--- config.mk ---
export PLATFORM = sky130hd
export DESIGN_NAME = tff_mod_counter
export DESIGN_NICKNAME = d
export VERILOG_FILES = /design/src/rtl/tff_mod_counter.sv
export SDC_FILE = /design/constraint.sdc
export NUM_CORES = 1
export LEC_CHECK = 0
export ABC_AREA = 1
export CORE_UTILIZATION = 40
export DETAILED_ROUTE_END_ITERATION = 10
export GPL_ROUTABILITY_DRIVEN = 0
export HOLD_SLACK_MARGIN = 0.12
export MAX_ROUTING_LAYER = met4
export PLACE_DENSITY = 0.86
export SLEW_MARGIN = 20
export SYNTH_ARGS = -nofsm -noshare
export SYNTH_HDL_FRONTEND = slang
export SYNTH_SLANG_ARGS = --single-unit
--- constraint.sdc ---
create_clock -name clk -period 3.3 [get_ports clk]
set_clock_uncertainty 0.15 [all_clocks]
set_input_delay 0.99 -clock clk [delete_from_list [all_inputs] [get_ports clk]]
set_output_delay 0.99 -clock clk [all_outputs]
set_load 0.005 [all_outputs]
--- src/rtl/tff_mod_counter.sv ---
// Modulo-MOD up/down counter built from T flip-flops: every bit toggles under
// t_vec, which is the XOR of the current count and the selected next count.
module tff_mod_counter #(
    parameter int unsigned WIDTH = 4,
    parameter int unsigned MOD   = 10
) (
    input  logic             clk,
    input  logic             rst,
    input  logic             en,
    input  logic             up_dn,
    input  logic             load,
    input  logic [WIDTH-1:0] d_in,
    output logic [WIDTH-1:0] q,
    output logic [WIDTH-1:0] q_b,
    output logic [WIDTH-1:0] t_vec,
    output logic             tc,
    output logic             ld_err
);

    localparam logic [WIDTH-1:0] MAX_Q = WIDTH'(MOD - 1);
    // One extra bit so that MOD == 2**WIDTH is representable in the range check.
    localparam logic [WIDTH:0]   MOD_X = (WIDTH + 1)'(MOD);

    logic [WIDTH-1:0] next_q;
    logic             wrap;
    logic             load_oor;

    always_comb begin
        load_oor = ({1'b0, d_in} >= MOD_X);
        next_q   = q;
        wrap     = 1'b0;
        if (load) begin
            next_q = load_oor ? MAX_Q : d_in;
        end else if (en) begin
            if (up_dn) begin
                if (q == MAX_Q) begin
                    next_q = '0;
                    wrap   = 1'b1;
                end else begin
                    next_q = q + 1'b1;
                end
            end else begin
                if (q == '0) begin
                    next_q = MAX_Q;
                    wrap   = 1'b1;
                end else begin
                    next_q = q - 1'b1;
                end
            end
        end
    end

    assign t_vec = q ^ next_q;
    assign q_b   = ~q;

    always_ff @(posedge clk) begin
        if (rst) begin
            q      <= '0;
            tc     <= 1'b0;
            ld_err <= 1'b0;
        end else begin
            q      <= q ^ t_vec;
            tc     <= wrap;
            ld_err <= load & load_oor;
        end
    end

endmodule

# ---- Word-level counts from Yosys, hierarchy flattened
# Cells that the tools add are included.
dict set report word_totals {
  register_bits 6
  inputBits 9
  output_inout_bits 14
  elab_cells 23
}
dict set report classes {
  n_bitwise 5
  mux 9
  addsub 2
  n_reduce_logical 2
  eq_ne 1
  magnitude_cmp 1
}
# cell count
set ops {}
lappend ops {{$mux 4} 6}
lappend ops {{$xor 4x4->4} 2}
lappend ops {{$add 4x1->4 const B} 1}
lappend ops {{$eq 4x4->1 const B} 1}
lappend ops {{$ge 4x4->1 const B} 1}
lappend ops {{$logic_not 4->1} 1}
lappend ops {{$not 4->4} 1}
lappend ops {{$sub 4x1->4 const B} 1}
lappend ops {{$mux 1} 3}
lappend ops {{$reduce_or 3->1} 1}
lappend ops {{$and 1x1->1} 1}
lappend ops {{$not 1->1} 1}

# ---- Depth between registers and ports, before layout
# Gate-level depths: netlist of run 1.
dict set report logic_depth {
  depth_word 7
  mapped_depth 11
  ltp_nobuf 11
}

# ---- Worst setup path after synthesis of run 1
# OpenSTA, ideal clock, no wires.
dict set report synth_path {
  path_kind {input -> output}
  startpoint {input port load}
  endpoint {output port t_vec[0]}
  path_buffers 1
  stages 3
  arrival_time_ps 1572
  setup_slack_ps 588
  required_time_ps 2160
  cell_sequence {buf_2 > o21ai_0 > xor2_1}
}
dict set report synth_between {
  elab_chain_len 2
}
# element line_no
set synth_rtl {}
lappend synth_rtl {{from (decl)} 11} ;# input logic load,
lappend synth_rtl {{$mux 4} 32} ;# if (load) begin
lappend synth_rtl {{$xor 4x4->4} 53} ;# assign t_vec = q ^ next_q;
lappend synth_rtl {{to (decl)} 15} ;# output logic [WIDTH-1:0] t_vec,
# Every way passes these cells.

# ---- Final worst setup path of run 1
dict set report layout_path {
  startpoint {input port up_dn}
  endpoint {output port t_vec[1]}
}
dict set report layout_between {
  elab_chain_len 4
}
# element line_no
set layout_rtl {}
lappend layout_rtl {{from (decl)} 10} ;# input logic up_dn,
lappend layout_rtl {{$mux 4} 35} ;# if (up_dn) begin
lappend layout_rtl {{$mux 4} 34} ;# end else if (en) begin
lappend layout_rtl {{$mux 4} 32}
lappend layout_rtl {{$xor 4x4->4} 53}
# Every way passes these cells.

==> key figures, run 1 <==
Status
  – Status: complete, no violations

Power
  – Leakage power of the design: 0.442 nW
  – Total Power: 0.280 mW
  – Worst VDD drop: 0.228 mV
  – Power density over cell area: 310 nW/um2

Clocking
  – CTS buffer count: 3
  – Number of buffers between clock root and the deepest sink: 2
  – H-Tree Depth: 1
  – Count of hold-fix buffers inserted at cts: 0
  – Clock latency on the worst-skew pair: approximately 0.26 ns
  – Clock tree from TritonCTS: built
  – Root buffer selected by CTS: sky130_fd_sc_hd__clkbuf_4
  – Clock-pin slew reported for the worst setup and hold paths after clock tree synthesis: 0.05 ns
  – TritonCTS Sinks: 6

Placement
  – I/O Buffers: 22
  – Cell Area, Placed: 833 um2
  – Detail Placement HPWL: 1110 um

Cells and area
  – Nets: 135
  – Share of post-route cells with drive strength above 1: 30.6%
  – Most common cell after layout, fill and taps aside: sky130_fd_sc_hd__nand2_1
  – Layout overhead on the synthesized area: 66.3%
  – Final design instance area without fill: between 900 and 1000 um2
  – Commonest cells after routing, fill and taps aside: sky130_fd_sc_hd__nand2_1, sky130_fd_sc_hd__clkdlybuf4s50_1, sky130_fd_sc_hd__buf_4, sky130_fd_sc_hd__nand3_1
  – Antenna cell count: 0

Critical path
  – Startpoint class of the critical path: input pin
  – Worst endpoint data arrival time: 2.05 ns
  – Crit-path max FO: 3
  – Cells on worst reg2reg path: 9
  – Kind of critical path: input pin to output pin
  – Ordered cell list for the critical path: clkdlybuf4s15_2, nand2_2, nor2_4, inv_2, nand2_2, o21ai_2, nand2_2, nand2_1, nand2_1, nand2_1, dlygate4sd2_1
  – Gate family responsible for the most delay along the worst path: buffers and inverters
  – R2r setup slk: roughly 1.7 ns
  – Critical R2R Launch: q[0]
  – Crit. End Element: output pin
  – Reg-to-reg critical path endpoint: q[2]
  – Largest stage delay, worst path: roughly 0.26 ns
  – Worst path slowest cell: sky130_fd_sc_hd__dlygate4sd2_1
  – Buffers plus inverters on the worst setup path: 3
  – Worst EP required: 2.16 ns

Die
  – Num ports: 23
  – Core Rows: 12
  – Effective utilization at floorplan: 45.7%
  – Horizontal die dimension: 38.8 um
  – Die height: 38.8 um
  – Core outline area: 1190 um2
  – Die Area: 1510 um2

Worst hold path
  – Terminating pin of the worst hold path: q[1]
  – Number of cells on the worst hold path: 4
  – Startpoint of the worst hold path: q[1]
  – Type of the tightest min-delay check: flop to flop

Run
  – Max-cap violation count: 0

Drt
  – DRC violation total after the first TritonRoute iteration: 7
  – Post-detailed-route DRC marker count: 0
  – Number of nets with antenna violations after detailed routing: 0
  – Router iterations before antenna repair: 4
  – Wire length per cell: roughly 11 um
  – Via Count: 668
  – Via/cell ratio: 4.95
  – Routed Wire Length: 1550 um

Global route
  – Leftover overflow at the end of global routing: 0
  – Largest net degree at the start of global routing: 10
  – Number of global-route vias before repair: 611
  – Initial antenna violation count: 0
  – Global-route wire length before repair: 2480 um
  – Total global routing track utilization: 26.8%

STA
  – Count of pins over their slew limit: 0
  – Maximum frequency from static timing analysis: 0.313 GHz
  – Transition time at the pin with the least slew margin: 0.364 ns
  – Relative slew slack: 75.7%
  – Unrepaired setup endpoints after global routing: false
  – Fin crit share: 96.7%
  – Final critical-path required period: 3.19 ns
  – Endpoints failing setup: 0
  – Final count of hold timing violations: 0

Synthesis
  – Count of yosys warnings during synthesis: 0
  – Post-synthesis cell area: around 540 um2
  – Count of distinct cell types in the synthesized netlist: 23
  – Average cell area after synthesis: 6.30 um2
  – Syn_nets: 98
  – Cells after Synth: between 80 and 90
  – Part of the Yosys area used for sequential elements: 22.2%
  – Synthesized flop and latch total: 6
-- flip-flops by register name (all words and copies together) (netlist names) --
register,count
tc,1
q,4
ld_err,1
-- metal layers --
layer / global-route usage, % / up-vias / wire length [um]
li1: - / 350 / -
met1: 25.3 / 290 / 636
met2: 47.1 / 23 / 793
met3: 8.67 / 5 / 78
met4: 15.5 / 0 / 39
met5: - / - / 0
-- power breakdown --
part / internal, mW / switching [mW]
Combinational: 0.0658 / 0.0587
Clock: 0.0414 / 0.0304
Sequential: 0.0773 / 0.00612
-- cell families (layout without fill, tap and decap cells) --
logic type                 Yosys count  after routing  synth area share [%]
and+or+nand+nor                     52             52                  46.7
xor gates and xnor gates             2              2                  3.23
AOI/OAI and AO/OA                    9              9                  9.01
DFF                                  6              6                  22.2
adders and majority gates            3              3                  6.93
buffers and inverters               14             49                  12.0
-- synth_stat cells --
| master | n | share of area, % |
|---|---|---|
| sky130_fd_sc_hd__nor2_2 | 1 | 1.2 |
| sky130_fd_sc_hd__nand3_2 | 1 | 1.8 |
| sky130_fd_sc_hd__xor2_1 | 2 | 3.2 |
| sky130_fd_sc_hd__or2_0 | 1 | 1.2 |
| sky130_fd_sc_hd__o21ai_0 | 3 | 2.8 |
| sky130_fd_sc_hd__nand2_1 | 23 | 16 |
| sky130_fd_sc_hd__dfxtp_1 | 6 | 22 |
| sky130_fd_sc_hd__inv_1 | 9 | 6.2 |
| sky130_fd_sc_hd__nand3_1 | 12 | 11 |
| sky130_fd_sc_hd__buf_6 | 1 | 2.1 |
| sky130_fd_sc_hd__buf_2 | 2 | 1.8 |
| sky130_fd_sc_hd__nand4_1 | 1 | 1.2 |
| sky130_fd_sc_hd__o21ai_2 | 1 | 1.6 |
| sky130_fd_sc_hd__nand2_2 | 3 | 3.5 |
| sky130_fd_sc_hd__nor3_1 | 1 | 0.92 |
| sky130_fd_sc_hd__inv_4 | 1 | 1.2 |
| sky130_fd_sc_hd__ha_1 | 3 | 6.9 |
| sky130_fd_sc_hd__nor2_1 | 6 | 4.2 |
| sky130_fd_sc_hd__nor4_2 | 1 | 2.3 |
| sky130_fd_sc_hd__inv_2 | 1 | 0.69 |
| sky130_fd_sc_hd__nand3b_1 | 1 | 1.4 |
| sky130_fd_sc_hd__nor2_4 | 1 | 2.1 |
| sky130_fd_sc_hd__a21oi_1 | 5 | 4.6 |
-- final cells by class --
type / instances / area (um2)
flip-flops and latches: 6 / 120
multi-input cells: 66 / 378
inverters: 11 / 43.8
clock buffers: 3 / 22.5
fillers: 95 / 285
well taps: 14 / 17.5
repair buffers: 35 / 319
-- what timing repair did --
| action | CTS | global route |
|---|---|---|
| resized for setup | 24 | 4 |
| endpoints found under the hold margin | 0 | 0 |
| setup endpoints to repair | 4 | 3 |
| pin swaps | 1 | 1 |
| buffers inserted | 2 | 1 |
-- worst max path at each step --
| stage | start | to | slack, ns | cells past startpoint |
|---|---|---|---|---|
| after floorplan | load | t_vec[0] | 0.59 | 3 |
| after global placement | up_dn | t_vec[1] | -0.46 | 10 |
| after detailed placement | up_dn | t_vec[2] | -0.46 | 10 |
| after CTS | d_in[2] | t_vec[0] | 0.01 | 6 |
| after global routing | up_dn | t_vec[3] | 0.01 | 10 |
| final | up_dn | t_vec[1] | 0.11 | 11 |
-- worst min-delay path, delay by kind of cell (launching register included) --
family | cells | cell delay, ns
AOI/OAI and AO/OA | 2 | 0.14
buffers and inverters | 1 | 0.15
DFF | 1 | 0.31
and+or+nand+nor | 1 | 0.07
-- metrics by stage --
stage	setup slack (ns)	TNS [ns]	hold WS, ns	instances	util, %
finish	0.108	0	0.565	135	75.9
floorplan	0.588	0	0.561	86	-
global placement	-0.456	-1.68	0.555	129	70.3
detailed placement	-0.459	-1.74	0.556	129	70.3
CTS	0.0139	0	0.560	134	74.8
global route	0.0102	0	0.614	135	75.9
Power figures use the tool's default switching activity.
==> run 2: changes to the inputs <==
--- a/config.mk
+++ b/config.mk
@@ -6,6 +6,7 @@
 export NUM_CORES = 1
 export LEC_CHECK = 0
 export ABC_AREA = 1
+export CAP_MARGIN = 20
 export CORE_UTILIZATION = 40
 export DETAILED_ROUTE_END_ITERATION = 10
 export GPL_ROUTABILITY_DRIVEN = 0
==> results of run 2 <==
The final DEF is identical to that of run 1; final timing and power are the same.
==> run 3: changes to the inputs <==
--- a/config.mk
+++ b/config.mk
@@ -13,6 +13,7 @@
 export HOLD_SLACK_MARGIN = 0.12
 export MAX_ROUTING_LAYER = met4
 export PLACE_DENSITY = 0.86
+export SKIP_LAST_GASP = 1
 export SLEW_MARGIN = 20
 export SYNTH_ARGS = -nofsm -noshare
 export SYNTH_HDL_FRONTEND = slang
==> run 3 against run 2 <==
Critical path depth decreased by 2. Via count increased by 5.2%. Clock-buffer cell count unchanged. Sequential power about the same.
==> key figures, run 3 (same netlist as run 1, synthesis figures left out) <==
Worst hold path
  – Type of the tightest min-delay check: flop to flop

Critical path
  – Crit-path max FO: 6 (+3)
  – Kind of critical path: input pin to output pin
  – Gate family responsible for the most delay along the worst path: buffers and inverters
  – Worst EP required: 2.16 ns (about the same)
  – Crit. End Element: output pin
  – Crit-path most repeated cell: sky130_fd_sc_hd__nand2_1
  – Startpoint class of the critical path: input pin
  – Largest stage delay, worst path: 0.27 ns (about the same)
  – Worst endpoint data arrival time: 2.11 ns (+0.06 ns)
  – Worst path slowest cell: sky130_fd_sc_hd__dlygate4sd2_1
  – Ordered cell list for the critical path: dlygate4sd2_1, buf_6, buf_4, inv_2, nand3_2, nand2_2, nand2_1, nand2_1, clkdlybuf4s15_1
  – Buffers plus inverters on the worst setup path: 5 (+2)

Die
  – Num ports: 23 (unchanged)
  – Core outline area: 1190 um2 (unchanged)
  – Core Rows: 12 (unchanged)
  – Die height: 38.8 um (unchanged)
  – Die Area: 1510 um2 (unchanged)
  – Horizontal die dimension: 38.8 um (unchanged)
  – Effective utilization at floorplan: 45.7% (unchanged)

Global route
  – Leftover overflow at the end of global routing: 0 (unchanged)
  – Global-route wire length before repair: 2310 um (-7.0%)
  – Largest net degree at the start of global routing: 10 (unchanged)
  – Initial antenna violation count: 0 (unchanged)
  – Number of global-route vias before repair: 586 (-4.1%)
  – Total global routing track utilization: 25.2% (-1.6 points)

STA
  – Final count of hold timing violations: 0 (unchanged)
  – Endpoints failing setup: 0 (unchanged)
  – Transition time at the pin with the least slew margin: 0.372 ns (+0.00828 ns)
  – Fin crit share: 98.5% (+1.7 points)
  – Maximum frequency from static timing analysis: 0.308 GHz (-1.8%)
  – Relative slew slack: 75.2% (-0.55 points)
  – Count of pins over their slew limit: 0 (unchanged)
  – Unrepaired setup endpoints after global routing: true
  – Final critical-path required period: 3.25 ns (+0.0573 ns)
  – Final sum of negative setup slack: 0 ns (unchanged)

Cells and area
  – Most flops, register: q
  – Max reg flops: 4 (unchanged)
  – Top Registers: q x4, ld_err x1, tc x1
  – Layout overhead on the synthesized area: 69.5%
  – Commonest cells after routing, fill and taps aside: sky130_fd_sc_hd__nand2_1, sky130_fd_sc_hd__buf_4, sky130_fd_sc_hd__clkdlybuf4s50_1, sky130_fd_sc_hd__nand3_1
  – Share of post-route cells with drive strength above 1: 31.7% (+1.1 points)
  – Final Instance Count excl. Fillers: 137 (+1.5%)
  – Number of inserted filler cells in the final layout: 89 (-6.3%)
  – Antenna cell count: 0 (unchanged)
  – Most common cell after layout, fill and taps aside: sky130_fd_sc_hd__nand2_1
  – Nets: 137 (+1.5%)

Clocking
  – H-Tree Depth: 1 (unchanged)
  – Clock-pin slew reported for the worst setup and hold paths after clock tree synthesis: 0.05 ns (about the same)
  – TritonCTS Sinks: 6 (unchanged)
  – Clock tree from TritonCTS: built
  – CTS buffer count: 3 (unchanged)
  – Count of hold-fix buffers inserted at cts: 0 (unchanged)
  – Clock latency on the worst-skew pair: 0.26 ns (about the same)
  – Number of buffers between clock root and the deepest sink: 2 (unchanged)
  – Root buffer selected by CTS: sky130_fd_sc_hd__clkbuf_4

Power
  – Leakage power of the design: 0.475 nW (+7.5%)
  – Power density over cell area: 308 nW/um2 (-0.94%)
  – Worst VDD drop: 0.226 mV (-0.73%)

Placement
  – Detail Placement HPWL: 1110 um (unchanged)
  – I/O Buffers: 22 (unchanged)
  – Number of placed instances, taps included: 129 (unchanged)

Drt
  – Via/cell ratio: 5.13 (+3.7%)
  – Router iterations before antenna repair: 4 (unchanged)
  – Routed Wire Length: 1660 um (+7.0%)
  – Wire length per cell: 12.1 um (+5.5%)
  – DRC violation total after the first TritonRoute iteration: 17 (+10)
  – Post-detailed-route DRC marker count: 0 (unchanged)
  – Via Count: 703 (+5.2%)
  – Number of nets with antenna violations after detailed routing: 0 (unchanged)

Status
  – Status: complete, no violations

Run
  – Max-cap violation count: 0 (unchanged)
==> run 3: changes by cell type in the layout (fill, tap and decap cells not counted), sizes merged <==
cell / delta
dlymetal6s2s: +3
clkbuf: +1
buf: +2
dlygate4sd2: -3
clkdlybuf4s15: -1
==> run 3: final timing paths <==
path	start	to	slack, ns	cells after the start
min	q[1]	q[1]	0.56	4
min reg2reg	q[1]	q[1]	0.56	4
max reg2reg	q[0]	q[2]	1.66	9
max	load	t_vec[2]	0.05	9
==> run 3: worst register-to-register path, cell delays in order, from the launching register on <==
cell	delay (ns)
sky130_fd_sc_hd__dfxtp_1	0.31
sky130_fd_sc_hd__buf_4	0.16
sky130_fd_sc_hd__ha_1	0.23
sky130_fd_sc_hd__or2_0	0.23
sky130_fd_sc_hd__nand2_1	0.07
sky130_fd_sc_hd__nand3_1	0.09
sky130_fd_sc_hd__nand3_2	0.09
sky130_fd_sc_hd__nand2_2	0.06
sky130_fd_sc_hd__buf_4	0.12
sky130_fd_sc_hd__nor2_1	0.07
==> run 3: what timing repair did <==
item,CTS,global route
setup buffers,2,3
gates resized for setup,16,11
endpoints found under the setup margin,4,4
pin swaps,1,3
==> run 3: where the power goes <==
group / internal (mW) / switching, mW
clock: 0.0413 / 0.0296
combinational: 0.0676 / 0.0602
sequential: 0.0774 / 0.00622
total: 0.186 / 0.0961
==> run 3: cell type report <==
class,count,area [um2],share of cell area [%]
multi-input combinational,66,375,40.9
sequential,6,120,13.1
timing repair buffer,37,339,36.9
inverter,11,43.8,4.77
tap,14,17.5,1.91
clock buffer,3,22.5,2.45
==> run 3: per-layer routing <==
metal | global-route usage, % | wire, um | vias up
met5 | - | 0 | -
met2 | 40.8 | 819 | 36
met3 | 9.25 | 113 | 7
li1 | - | - | 354
met4 | 18.1 | 51 | 0
met1 | 24.6 | 671 | 306
==> run 3: stage by stage <==
stage	util [%]	cell area (um2)	setup WS, ns	power (mW)	hold slack, ns
5_1_grt	77.4	918	-0.0361	0.301	0.614
3_5_place_dp	70.3	833	-0.459	0.204	0.556
2_1_floorplan	-	542	0.588	0.142	0.561
3_3_place_gp	70.3	833	-0.456	0.201	0.555
4_1_cts	74.3	881	-0.218	0.279	0.560
6_report	77.4	918	0.0510	0.282	0.561
